[src/rtl/fifo_wr_arbiter.sv]
// Round-robin arbiter sharing one FIFO write port among N_REQ producers.
// Grants bursts of up to MAX_BURST beats and never offers a beat to a full FIFO.
module fifo_wr_arbiter #(
    parameter int N_REQ     = 4,
    parameter int DATA_W    = 8,
    parameter int DEPTH     = 64,
    parameter int CNT_W     = 8,
    parameter int MAX_BURST = 4
) (
    input  logic                      clk,
    input  logic                      rst,
    input  logic [N_REQ-1:0]          req,
    input  logic [N_REQ*DATA_W-1:0]   req_data,
    output logic [N_REQ-1:0]          ack,
    input  logic [CNT_W-1:0]          fifo_count,
    output logic                      fifo_wr_en,
    output logic [DATA_W-1:0]         fifo_din,
    output logic [N_REQ-1:0]          grant,
    output logic [$clog2(N_REQ)-1:0]  owner,
    output logic                      busy
);
    localparam int OW = $clog2(N_REQ);
    localparam int BW = (MAX_BURST > 1) ? $clog2(MAX_BURST) : 1;

    typedef enum logic {S_IDLE, S_GRANT} state_t;

    state_t              state_q, state_d;
    logic [OW-1:0]       rr_ptr_q, rr_ptr_d;
    logic [OW-1:0]       owner_q, owner_d;
    logic [BW-1:0]       beat_cnt_q, beat_cnt_d;
    logic                fifo_wr_en_q, fifo_wr_en_d;
    logic [DATA_W-1:0]   fifo_din_q, fifo_din_d;

    logic [CNT_W:0]      occupancy;
    logic                space;
    logic                ack_any;
    logic                pick_found;
    logic [OW-1:0]       pick_idx;
    logic [OW-1:0]       owner_next_ptr;
    logic [DATA_W-1:0]   owner_data;

    // The beat issued this cycle is not yet visible in fifo_count, so count it here.
    assign occupancy = {1'b0, fifo_count} + {{CNT_W{1'b0}}, fifo_wr_en_q};
    assign space     = occupancy < (CNT_W+1)'(DEPTH);

    assign busy       = (state_q == S_GRANT);
    assign owner      = owner_q;
    assign fifo_wr_en = fifo_wr_en_q;
    assign fifo_din   = fifo_din_q;
    assign owner_data = req_data[owner_q*DATA_W +: DATA_W];
    assign ack_any    = |ack;
    assign owner_next_ptr = (owner_q == OW'(N_REQ-1)) ? '0 : owner_q + OW'(1);

    generate
        for (genvar gi = 0; gi < N_REQ; gi++) begin : g_req
            assign grant[gi] = busy && (owner_q == OW'(gi));
            assign ack[gi]   = grant[gi] && req[gi] && space;
        end
    endgenerate

    // First requester at or after rr_ptr, wrapping modulo N_REQ.
    always_comb begin
        int idx;
        idx        = 0;
        pick_found = 1'b0;
        pick_idx   = '0;
        for (int k = 0; k < N_REQ; k++) begin
            idx = int'(rr_ptr_q) + k;
            if (idx >= N_REQ) idx = idx - N_REQ;
            if (!pick_found && req[idx]) begin
                pick_found = 1'b1;
                pick_idx   = OW'(idx);
            end
        end
    end

    always_comb begin
        state_d      = state_q;
        rr_ptr_d     = rr_ptr_q;
        owner_d      = owner_q;
        beat_cnt_d   = beat_cnt_q;
        fifo_wr_en_d = 1'b0;
        fifo_din_d   = fifo_din_q;
        case (state_q)
            S_IDLE: begin
                if (pick_found) begin
                    owner_d    = pick_idx;
                    beat_cnt_d = '0;
                    state_d    = S_GRANT;
                end
            end
            S_GRANT: begin
                if (ack_any) begin
                    fifo_wr_en_d = 1'b1;
                    fifo_din_d   = owner_data;
                    beat_cnt_d   = beat_cnt_q + BW'(1);
                end
                // A stalled owner (req held, no space) keeps the grant indefinitely.
                if (!req[owner_q] || (ack_any && beat_cnt_q == BW'(MAX_BURST-1))) begin
                    state_d  = S_IDLE;
                    rr_ptr_d = owner_next_ptr;
                end
            end
            default: state_d = S_IDLE;
        endcase
    end

    always_ff @(posedge clk) begin
        if (rst) begin
            state_q      <= S_IDLE;
            rr_ptr_q     <= '0;
            owner_q      <= '0;
            beat_cnt_q   <= '0;
            fifo_wr_en_q <= 1'b0;
            fifo_din_q   <= '0;
        end else begin
            state_q      <= state_d;
            rr_ptr_q     <= rr_ptr_d;
            owner_q      <= owner_d;
            beat_cnt_q   <= beat_cnt_d;
            fifo_wr_en_q <= fifo_wr_en_d;
            fifo_din_q   <= fifo_din_d;
        end
    end
endmodule
[config.mk]
export PLATFORM = sky130hd
export DESIGN_NAME = fifo_wr_arbiter
export DESIGN_NICKNAME = d
export VERILOG_FILES = /design/src/rtl/fifo_wr_arbiter.sv
export SDC_FILE = /design/constraint.sdc
export NUM_CORES = 1
export LEC_CHECK = 0
export CORE_UTILIZATION = 40
export CTS_CLUSTER_SIZE = 16
export DETAILED_ROUTE_END_ITERATION = 12
export MAX_ROUTING_LAYER = met4
export PLACE_DENSITY = 0.86
export SYNTH_ARGS = -nofsm -noshare
export SYNTH_HDL_FRONTEND = slang
export SYNTH_SLANG_ARGS = --single-unit
[constraint.sdc]
create_clock -name clk -period 5.23 [get_ports clk]
set_input_delay 1.046 -clock clk [delete_from_list [all_inputs] [get_ports clk]]
set_output_delay 1.046 -clock clk [all_outputs]
set_load 0.03 [all_outputs]
==> results.md <==
- Final setup fails: 0
- R2R Path Start: owner[0]
- CP Max Fanout: 16
- WL/cell: around 16 um
- DR iter-0 viols: 32
- Final #Nets: about 230
- Die Span Y: between 50 and 60 um
- Post-synthesis average cell area: a little over 9 um2
- Detail Route Antenna Nets: 0
- Outcome: complete, no violations
- Post-DP Area: about 0.0017 mm2
- Design area: between 0.0015 and 0.002 mm2
- Synth warn: 0
- DRC: 0
- CTS resizes: 0
- DIE WIDTH: about 54 um
- Number of port buffers: 65
- Setup CP Type: in -> out
- Starting Density: between 40% and 50%
- Final Hold Fails: 0
- CP startpoint kind: primary input
- Vias per cell: around 5.7
- Fraction of the cycle the final worst path needs: between 80% and 90%
- Layout cell share with drive strength beyond 1: 7.87%
- FMAX: around 230 MHz
- Worst-Margin Slew: 1.04 ns
- P per Cell Area: ~180 mW/mm2
- Post-synth top area share: between 20 and 30%
- FP Rows: 18
- Number of global-route vias before repair: approximately 1200
- Post-CTS Setup Bufs: 0
- Die area: 0.00290 mm2
- Grt ovf: 0
- Netlist cell types: 32
- R2R setup slack: 2.69 ns
- Max VDD drop: 134 uV
- FFs w/ async S/R, synth: 0%
- Setup crit end kind: output port
- CTS Buffer Depth: 2
- Critical path required time: about 4.2 ns
- Hold path startpoint: fifo_din[5]
- Placed wire-length estimate: approximately 2600 um
- TritonCTS clock tree: done
- Cell area after synthesis: 0.00107 mm2
- GPL Wtd Cong: between 0.8 and 0.9
- WP data arrival: around 3.3 ns
- Final min period: between 4 and 5 ns
- Antenna violations before repair: 0
- Post-CTS Hold Buffers: 0
- Synthesized Nets: ~170
- Root Driver: clkbuf_4
- RSZ-0062 raised after global routing: no
- Yosys top cell by area: dfxtp_1
- Skew final: roughly 0.0062 ns
- Final core occ: a little over two thirds
- Area grow syn2layout: 62.9%
- Multi-input logic area: 704 um2
- Cts bufs inserted: 3
- Most used DFF post-synth: dfxtp_1
- Via Count: 1181
- Commonest non-fill, non-tap cell in the layout: clkdlybuf4s50_1
- Max_cap viols: 0
- Cells after Synth: roughly 120
- Sequential Area: ~320 um2
- Worst-path clk slew: 0.08 ns
- Routed Wire Length: between 3000 and 4000 um
- GRT Total Usage: between 20% and 30%
- Fin Setup TNS: 0 ns
- Diodes inserted: 0
- Total Power: 0.309 mW
- Worst Setup SP: fifo_count[1]
- Largest net degree at the start of global routing: 19
- Fillers: 200
- Final Max Slew Viols: 0
- Sequential fraction of the synthesis area: between 20% and 30%
- Seq cells post-synth: 16
- Post-synth EDFFs: 0
- Io pins: 66
- Most area-consuming cells after synthesis: dfxtp_1 30%, mux4_2 17%, a21oi_1 7.0%
- H-tree depth: 1
- P_leak: 0.604 nW
- Worst-Skew Late Latency: 0.28 ns
- Core Footprint: between 0.002 and 0.0025 mm2
- Commonest non-fill, non-tap cells in the layout: 65 x clkdlybuf4s50_1, 16 x dfxtp_1, 15 x a21oi_1
- Hold crit path type: reg -> reg
- First-pass GRT wire length: 5030 um
- CTS sink cnt: 16
- DR pass1 iterations: 6
- Slew headroom: about 30%
path summary, 6_finish.rpt:
kind                 end  cells past startpoint
max               ack[3]                      5
max reg2reg  rr_ptr_q[0]                      6
min reg2reg  fifo_din[5]                      2
min          fifo_din[5]                      2
power breakdown:
| group | switching (mW) | internal, mW | total, mW |
|---|---|---|---|
| Sequential | 0.0106 | 0.127 | 0.137 |
| Combinational | 0.0448 | 0.0633 | 0.108 |
| Clock | 0.0371 | 0.0267 | 0.0638 |
per-layer routing:
metal	up-vias	share of wire, %	track usage, %
met5	-	0	-
met4	0	2.2	11.8
met3	10	4.4	3.39
met2	51	54	43.0
met1	555	40	29.1
li1	565	-	-
sequential cells by signal, indices dropped and copies added (netlist names):
| register | cells |
|---|---|
| beat_cnt_q | 2 |
| owner | 2 |
| fifo_din | 8 |
| fifo_wr_en | 1 |
| rr_ptr_q | 2 |
| busy | 1 |
layout make-up:
cell class,count,share of cell area (%)
sequential,16,18.3
timing repair buffer,65,37.2
tap,30,2.14
multi-input combinational,90,40.2
clock buffer,3,1.29
inverter,4,0.858
cell families after synthesis:
group,share of synthesized area (%)
buffers and inverters,4.66
adder cells (fa/ha/maj),5.82
multiplexers,22.1
flip-flops,29.8
AND/OR/NAND/NOR,21.5
AO/OA/AOI/OAI,16.1
metrics by stage:
stage | hold slack (ns) | std cells | setup WS (ns)
6_report | 0.494 | 208 | 0.925
3_5_place_dp | 0.486 | 205 | 0.951
4_1_cts | 0.497 | 208 | 0.935
2_1_floorplan | 0.472 | 118 | 2.22
5_1_grt | 0.510 | 208 | 0.785
3_3_place_gp | 0.464 | 205 | 1.09
critical path: stages:
cell and delay (ns):
clkdlybuf4s50_1 0.46, nand4_1 0.12, o211ai_1 0.86, nor2_1 0.13, clkdlybuf4s50_1 0.64
synthesized netlist by cell type, types with 2 or more instances:
master,instances
clkbuf_1,3
nand2_1,7
and2_1,4
buf_2,4
nand2b_1,2
a21oi_1,15
o21ai_0,8
mux4_2,8
inv_1,4
mux2i_1,2
ha_1,5
nand3_1,10
dfxtp_1,16
nor3_1,2
nor3b_1,2
nor2_1,8
o211ai_1,3
Power figures use the tool's default switching activity.
